==> config.mk <==
export PLATFORM = sky130hd
export DESIGN_NAME = fp_div_arbiter
export DESIGN_NICKNAME = d
export VERILOG_FILES = /design/src/rtl/fp_div_arbiter.sv
export SDC_FILE = /design/constraint.sdc
export NUM_CORES = 1
export LEC_CHECK = 0
export ABC_AREA = 0
export CAP_MARGIN = 10
export CORE_AREA = 2 2 359 361
export DETAILED_ROUTE_END_ITERATION = 8
export DIE_AREA = 0 0 361 363
export DONT_BUFFER_PORTS = 1
export RECOVER_POWER = 50
export SLEW_MARGIN = 5
export SYNTH_ARGS = -nofsm -noshare
export SYNTH_HDL_FRONTEND = slang
export SYNTH_SLANG_ARGS = --single-unit
==> constraint.sdc <==
create_clock -name clk -period 2.6 [get_ports clk]
set_input_delay 0.39 -clock clk [delete_from_list [all_inputs] [get_ports clk]]
set_output_delay 0.39 -clock clk [all_outputs]
set_load 0.02 [all_outputs]
==> src/rtl/fp_div_arbiter.sv <==
// rtl/fp_div_arbiter.sv - round-robin arbiter sharing one fixed-point divider
// between N_REQ requesters, with a watchdog that aborts a stuck division.
module fp_div_arbiter #(
  parameter int WIDTH   = 64,
  parameter int FBITS   = 56,
  parameter int N_REQ   = 4,
  parameter int TIMEOUT = 1024
) (
  input  logic                   clk,
  input  logic                   rst_n,
  input  logic [N_REQ-1:0]       req,
  input  logic [N_REQ*WIDTH-1:0] req_x,
  input  logic [N_REQ*WIDTH-1:0] req_y,
  output logic [N_REQ-1:0]       req_ack,
  output logic [N_REQ-1:0]       resp_valid,
  output logic [WIDTH-1:0]       resp_q,
  output logic [WIDTH-1:0]       resp_r,
  output logic                   resp_dbz,
  output logic                   resp_ovf,
  output logic                   resp_tmo,
  output logic                   arb_busy,
  output logic                   div_start,
  output logic [WIDTH-1:0]       div_x,
  output logic [WIDTH-1:0]       div_y,
  input  logic                   div_busy,
  input  logic                   div_valid,
  input  logic                   div_dbz,
  input  logic                   div_ovf,
  input  logic [WIDTH-1:0]       div_q,
  input  logic [WIDTH-1:0]       div_r
);

  localparam int GW = (N_REQ > 1) ? $clog2(N_REQ) : 1;
  localparam int TW = $clog2(TIMEOUT + 1);

  if (N_REQ < 2 || N_REQ > 8 || FBITS < 0 || FBITS >= WIDTH || TIMEOUT < 1) begin : g_bad_params
    $error("fp_div_arbiter: parameter out of range");
  end

  typedef enum logic [1:0] {S_IDLE, S_WAIT, S_RESP} state_t;

  state_t             state_q, state_d;
  logic [GW-1:0]      last_q, last_d;
  logic [GW-1:0]      grant_q, grant_d;
  logic [TW-1:0]      wdog_q, wdog_d;
  logic [N_REQ-1:0]   ack_q, ack_d;
  logic [N_REQ-1:0]   rvalid_q, rvalid_d;
  logic [WIDTH-1:0]   quo_q, quo_d, rem_q, rem_d;
  logic [WIDTH-1:0]   dx_q, dx_d, dy_q, dy_d;
  logic               dbz_q, dbz_d, ovf_q, ovf_d, tmo_q, tmo_d;
  logic               busy_q, busy_d, start_q, start_d;

  logic [GW-1:0]      pick;
  logic [GW-1:0]      cand;
  logic               pick_vld;
  logic               done;

  // Search starts just after the last winner so every held request is reached within N_REQ grants.
  always_comb begin
    pick     = '0;
    cand     = '0;
    pick_vld = 1'b0;
    for (int k = 1; k <= N_REQ; k++) begin
      cand = GW'((int'(last_q) + k) % N_REQ);
      if (!pick_vld && req[cand]) begin
        pick_vld = 1'b1;
        pick     = cand;
      end
    end
  end

  always_comb begin
    state_d  = state_q;
    last_d   = last_q;
    grant_d  = grant_q;
    wdog_d   = wdog_q;
    ack_d    = '0;
    rvalid_d = '0;
    start_d  = 1'b0;
    busy_d   = busy_q;
    dx_d     = dx_q;
    dy_d     = dy_q;
    quo_d    = quo_q;
    rem_d    = rem_q;
    dbz_d    = dbz_q;
    ovf_d    = ovf_q;
    tmo_d    = tmo_q;
    done     = 1'b0;
    unique case (state_q)
      S_IDLE: begin
        if (pick_vld && !div_busy) begin
          state_d     = S_WAIT;
          grant_d     = pick;
          ack_d[pick] = 1'b1;
          start_d     = 1'b1;
          busy_d      = 1'b1;
          wdog_d      = '0;
          dx_d        = req_x[int'(pick)*WIDTH +: WIDTH];
          dy_d        = req_y[int'(pick)*WIDTH +: WIDTH];
        end
      end
      S_WAIT: begin
        wdog_d = wdog_q + 1'b1;
        // A valid coinciding with our own start belongs to an earlier operation.
        if (div_valid && !start_q) begin
          done  = 1'b1;
          quo_d = div_q;
          rem_d = div_r;
          dbz_d = div_dbz;
          ovf_d = div_ovf;
          tmo_d = 1'b0;
        end else if (wdog_q == TW'(TIMEOUT - 1)) begin
          done  = 1'b1;
          quo_d = '0;
          rem_d = '0;
          dbz_d = 1'b0;
          ovf_d = 1'b0;
          tmo_d = 1'b1;
        end
        if (done) begin
          state_d           = S_RESP;
          rvalid_d[grant_q] = 1'b1;
          last_d            = grant_q;
          busy_d            = 1'b0;
        end
      end
      S_RESP:  state_d = S_IDLE;
      default: state_d = S_IDLE;
    endcase
  end

  always_ff @(posedge clk or negedge rst_n) begin
    if (!rst_n) begin
      state_q  <= S_IDLE;
      last_q   <= GW'(N_REQ - 1);
      grant_q  <= '0;
      wdog_q   <= '0;
      ack_q    <= '0;
      rvalid_q <= '0;
      quo_q    <= '0;
      rem_q    <= '0;
      dx_q     <= '0;
      dy_q     <= '0;
      dbz_q    <= 1'b0;
      ovf_q    <= 1'b0;
      tmo_q    <= 1'b0;
      busy_q   <= 1'b0;
      start_q  <= 1'b0;
    end else begin
      state_q  <= state_d;
      last_q   <= last_d;
      grant_q  <= grant_d;
      wdog_q   <= wdog_d;
      ack_q    <= ack_d;
      rvalid_q <= rvalid_d;
      quo_q    <= quo_d;
      rem_q    <= rem_d;
      dx_q     <= dx_d;
      dy_q     <= dy_d;
      dbz_q    <= dbz_d;
      ovf_q    <= ovf_d;
      tmo_q    <= tmo_d;
      busy_q   <= busy_d;
      start_q  <= start_d;
    end
  end

  assign req_ack    = ack_q;
  assign resp_valid = rvalid_q;
  assign resp_q     = quo_q;
  assign resp_r     = rem_q;
  assign resp_dbz   = dbz_q;
  assign resp_ovf   = ovf_q;
  assign resp_tmo   = tmo_q;
  assign arb_busy   = busy_q;
  assign div_start  = start_q;
  assign div_x      = dx_q;
  assign div_y      = dy_q;

endmodule
==> flow_summary.yaml, run 1 <==
pwr:
  power_leakage_nw: 8.29
  pwr-share-clk_pct: 23.4
  p_seq_share_pct: 44.6
  internal-power_mw: 14.2
  total_power_mw: 26.5
  ir_drop_mv: 0.493
  switchingPower_mw: 12.3
  switching_share_pct: 46.4
  pwr-share-comb_pct: 31.9
  power-per-cell-area_nw_per_um2: 1270
die:
  start_util_pct: 11.8
  die_w_um: 361
  pin_count: 919
  dieArea_um2: 131000
  die_h_um: 363
  coreArea_um2: 127000
  fp-row-count: 131
routing:
  ant_nets: 0
  wire_per_inst_um: 31.3
  via_per_inst: 4.09
  vias: 13200
  drt-initial-drc-count: 986
  drc: 0
  first_pass_iters: 5
  finalWirelength_mm: 101
final_layout:
  multiInputGateArea_um2: 7020
  n_fill_cell: 14000
  layout.nets: 2140
  seqCellArea_um2: 7160
  synthToLayoutAreaGrowth_pct: 39.4
  drive_above_1_share_pct: 15.2
critical_path:
  cp.required_ns: 3.10
  worstSetupPathType: "reg2reg"
  worstPathMaxFanout: 14
  cp-start-kind: "register"
  setup.worst_path.start: "last_q[1]"
  endpoint_kind: "register"
  r2r-start: "last_q[1]"
  cp.arrival_ns: 3.03
yosys:
  synth.largest_area_cell: "dfrtp_1"
  avgSynthCellArea_um2: 11.5
  yosysUniqueCellTypes: 42
  ys_async_sr_fraction_pct: 100
  ys_seq_elements: 286
  ys_seq_area_share_pct: 47.8
  synth_edf_count: 0
  netlist.area_leader.share_pct: 47.4
  syn-num-nets: 1956
  syn_inst: 1305
  syn_area_um2: 15000
  yosys-top-cells-area: "dfrtp_1 (47%), nand3_1 (8.8%), mux2i_1 (8.6%), a221o_1 (8.6%), a22o_1 (7.6%)"
  synth_warnings: 0
  synth_flop_cell: "dfrtp_1"
hold_path:
  min_path_type: "in2async"
clock_tree:
  ctsHtreeMaxLevel: 2
  clkTransAtPathRegs_ns: 0.06
  numCtsBuffers: 42
  clock_sinks: 286
  hold_buffers: 219
  cts_buffer_depth: 3
  cts_tree: "done"
  cts_root_buf: "clkbuf_16"
  insertion_delay_ns: 0.62
timing:
  drv_slew: 0
  period_needed_ns: 2.53
  rsz0062_at_grt: "yes"
  fmax_mhz: 395
  setup_viol: 0
  timing.hold.ws_ns: -0.508
  worst_slack_ns: 0.0697
  fin_crit_sh_pct: 97.3
  fin_setup_tns_ns: 0
  fin_skew_ns: 0.0537
  slew_headroom_pct: 36.1
  worst_pin_slew_ns: 0.959
  final_hold_viol_count: 284
global_route:
  grt_max_degree: 287
  grt_pass1_wl_mm: 128
  grtUsageTotal_pct: 14.5
  grt_pass1_vias: 12800
  antenna_found_initial: 71
  grt-ovfl-total: 0
place:
  dp_slack_ns: -0.149
  place_congestion: 0.933
  portBuffers: 0
  dp_hpwl_mm: 80.2
run:
  maxCapViolations: 0
outcome:
  violations: "hold timing"
  status: "finished with violations"
## final cells by class
| type | instances | share of cell area, % |
|---|---|---|
| tap | 1662 | 9.95 |
| inverter | 5 | 0.126 |
| multi-input combinational | 868 | 33.6 |
| clock inverter | 21 | 1.44 |
| clock buffer | 57 | 5.59 |
| sequential | 286 | 34.3 |
| antenna | 43 | 0.515 |
| timing repair buffer | 286 | 14.5 |
## final timing paths
| kind | to | slack [ns] | depth (start not counted) |
|---|---|---|---|
| worst min register to register | wdog_q[5] | 0.50 | 1 |
| worst min-delay path | resp_q[62] | -0.51 | 0 |
| worst max register to register | div_y[35] | 0.07 | 7 |
| min in group clk | div_x[33] | 0.07 | 2 |
| worst max-delay path | div_y[35] | 0.07 | 7 |
| max in group asynchronous | div_y[41] | 2.35 | 0 |
## Yosys cell counts (all sizes together) (2+ instances only)
library cell / instances
dfrtp: 284
nand3: 263
a22o: 130
mux2: 129
mux2i: 129
a221o: 128
buf: 77
clkbuf: 70
o21ai: 17
nor2: 15
nand2: 14
a21oi: 8
inv: 5
and3: 4
nor2b: 4
a31oi: 3
and2: 3
nand2b: 3
nor3: 3
o31ai: 3
dfstp: 2
o22ai: 2
## through the flow
stage | instances | hold slack (ns) | area (um2) | util, %
after floorplan | 1305 | 0.0944 | 15000 | -
after global placement | 2885 | 0.101 | 17000 | 13.4
after detailed placement | 2885 | 0.0993 | 17000 | 13.4
after CTS | 3183 | -0.615 | 20700 | 16.3
after global routing | 3214 | -0.571 | 20900 | 16.4
final | 3228 | -0.508 | 20900 | 16.4
## layer usage
| layer | track usage (%) | vias to the layer above | routed length (um) |
|---|---|---|---|
| met1 | 16.6 | 6658 | 37800 |
| li1 | - | 5486 | - |
| met4 | 4.77 | 32 | 3800 |
| met5 | 0 | - | 190 |
| met2 | 24.1 | 836 | 48000 |
| met3 | 6.57 | 188 | 11300 |
## power groups by stage
stage               Clock [mW]  Combinational [mW]  Sequential (mW)
floorplan                    0                6.04             9.93
global placement             0                7.74             12.2
detailed placement           0                7.92             12.2
CTS                       6.51                8.36             12.1
global route              6.68                9.15             12.1
finish                    6.22                8.48             11.8
## worst max-delay path, cell delays in order (launching register included)
cell	delay, ns
dfstp_2	0.60
mux2i_1	0.23
o22ai_2	0.13
a21oi_4	0.20
buf_12	0.22
buf_4	0.25
mux2_2	0.39
a221o_1	0.34
## layout by cell type (no fill, tap or decap), types with 7 or more instances in the layout
master / count
nand3_1: 263
a221o_1: 128
a22o_1: 130
buf_4: 40
o21ai_0: 11
nand2_1: 13
nor2_1: 13
mux2_2: 83
buf_12: 20
a21oi_1: 7
mux2_1: 46
dlygate4sd3_1: 219
clkinv_2: 10
diode_2: 43
clkbuf_16: 44
mux2i_1: 129
dfrtp_1: 284
clkbuf_1: 9
## state kept, by name, indices dropped and copies added (netlist names)
name and cells:
state_q 2, resp_r 64, resp_valid 4, wdog_q 11, resp_tmo 1, arb_busy 1, resp_q 64, resp_dbz 1
div_y 64, req_ack 4, grant_q 2, resp_ovf 1, last_q 2, div_start 1, div_x 64
## timing repair
item | CTS | global route
buffers inserted | 0 | 0
endpoints found under the hold margin | 460 | 286
gates resized for setup | 0 | 6
pin swaps | 1 | 0
setup endpoints to repair | 106 | 36
cloned | 1 | 2
## cells by family (layout without fill, tap and decap cells)
family / after synthesis / in the layout / share of synthesized area, %
AO/OA/AOI/OAI: 294 / 294 / 17.7
adder cells (fa/ha/maj): 1 / 1 / 0.0835
buffers and inverters: 152 / 369 / 5.63
flip-flops: 286 / 286 / 47.8
multiplexers: 258 / 258 / 18.3
other: 0 / 43 / 0
AND/OR/NAND/NOR: 314 / 315 / 10.5
(Power assumes the default switching activity.)
==> run 2, diff against run 1 <==
--- a/config.mk
+++ b/config.mk
@@ -16,3 +16,4 @@
 export SYNTH_ARGS = -nofsm -noshare
 export SYNTH_HDL_FRONTEND = slang
 export SYNTH_SLANG_ARGS = --single-unit
+export TNS_END_PERCENT = 5
==> run 2 against run 1 <==
The run still ends with hold timing left; total power is 0.13% lower; combinational power shrank 0.6%; worst setup slack got worse by 0.0091 ns; worst hold slack improved by 0.0031 ns; die area stayed put.
==> flow_summary.yaml, run 2 (synthesis results as in run 1) <==
outcome:
  status: "finished with violations"
  violations: "hold timing"
final_layout:
  fin_area_um2: 20900
  layout_common_cells: "dfrtp_1 (284), nand3_1 (263), dlygate4sd3_1 (219)"
  synthToLayoutAreaGrowth_pct: 39.4
  drive_above_1_share_pct: 15.4
  final_common_cell: "dfrtp_1"
  n_fill_cell: 14000
  fin_cells: 3219
  final_util_pct: 16.4
  layout.nets: 2138
critical_path:
  cp.required_ns: 3.06
  endpoint_kind: "register"
  worstSetupPathType: "reg2reg"
  cp-start-kind: "register"
  r2r-start: "last_q[1]"
  r2r_cells: 7
  cp.arrival_ns: 3.00
  setup.worst_path.start: "last_q[1]"
  worstPathMaxFanout: 35
place:
  portBuffers: 0
  place_congestion: 0.933
  placed_cells: 2885
  dp_hpwl_mm: 80.2
  dp_slack_ns: -0.149
  placed_area_um2: 17000
clock_tree:
  cts_buffer_depth: 3
  insertion_delay_ns: 0.63
  clock_sinks: 286
  clkTransAtPathRegs_ns: 0.06
  cts_root_buf: "clkbuf_16"
  numCtsBuffers: 42
  cts_tree: "done"
  post_cts_buffers: 0
  hold_buffers: 219
  ctsHtreeMaxLevel: 2
timing:
  rsz0062_at_grt: "yes"
  fin_crit_sh_pct: 97.7
  fin_skew_ns: 0.0550
  fin_setup_tns_ns: 0
  timing.hold.ws_ns: -0.504
  drv_slew: 0
  worst_slack_ns: 0.0607
  setup_viol: 0
  slew_headroom_pct: 34.4
  worst_pin_slew_ns: 0.984
  fmax_mhz: 394
  final_hold_viol_count: 284
  period_needed_ns: 2.54
die:
  dieArea_um2: 131000
  start_util_pct: 11.8
  pin_count: 919
  coreArea_um2: 127000
  die_h_um: 363
  fp-row-count: 131
  die_w_um: 361
global_route:
  grt_pass1_wl_mm: 128
  antenna_found_initial: 71
  grt_max_degree: 287
  grtUsageTotal_pct: 14.5
  grt-ovfl-total: 0
  grt_pass1_vias: 12800
pwr:
  power-per-cell-area_nw_per_um2: 1270
  total_power_mw: 26.5
  power_leakage_nw: 8.33
  ir_drop_mv: 0.494
routing:
  drt-initial-drc-count: 929
  first_pass_iters: 5
  ant_nets: 0
  via_per_inst: 4.10
  drc: 0
  finalWirelength_mm: 101
  wire_per_inst_um: 31.3
  vias: 13200
run:
  maxCapViolations: 0
hold_path:
  min_path_type: "in2async"
run 2: area by class of cell:
cell class / count / area, um2 / share of cell area (%)
diodes: 36 / 90.1 / 0.431
clock buffers: 57 / 1170 / 5.59
clock inverters: 21 / 300 / 1.44
inverters: 5 / 26.3 / 0.126
multi-input cells: 868 / 7080 / 33.9
flip-flops and latches: 286 / 7160 / 34.3
well taps: 1662 / 2080 / 9.96
repair buffers: 284 / 2980 / 14.3
run 2: final timing paths:
kind,to,slack (ns)
min in group clk,div_x[33],0.07
hold reg to reg,wdog_q[5],0.49
setup reg to reg,div_y[49],0.06
setup / recovery,div_y[49],0.06
max in group asynchronous,div_y[23],2.33
hold / removal,resp_r[14],-0.50
run 2: critical path: stages, from the launching register on:
cell and delay [ns]:
dfstp_2 0.60, mux2i_1 0.23, o22ai_2 0.11, a21oi_4 0.19, buf_12 0.20, buf_16 0.28, mux2_2 0.37, a221o_1 0.31
run 2: timing repair:
item,4_1_cts,5_1_grt
pin swaps,1,1
resized for setup,0,21
cloned,1,0
endpoints found under the hold margin,460,286
endpoints found under the setup margin,106,36
run 2: power breakdown:
group | total (mW) | internal (mW) | switching [mW]
clock | 6.21 | 3.68 | 2.53
combinational | 8.43 | 4.11 | 4.32
sequential | 11.9 | 6.42 | 5.43
run 2: layer usage:
metal  global-route usage, %  up-vias  share of wire [%]
met5                       0        -               0.23
met4                    4.77       38                3.6
met3                    6.57      193                 11
met2                    24.1      818                 48
met1                    16.6     6675                 38
li1                        -     5470                  -
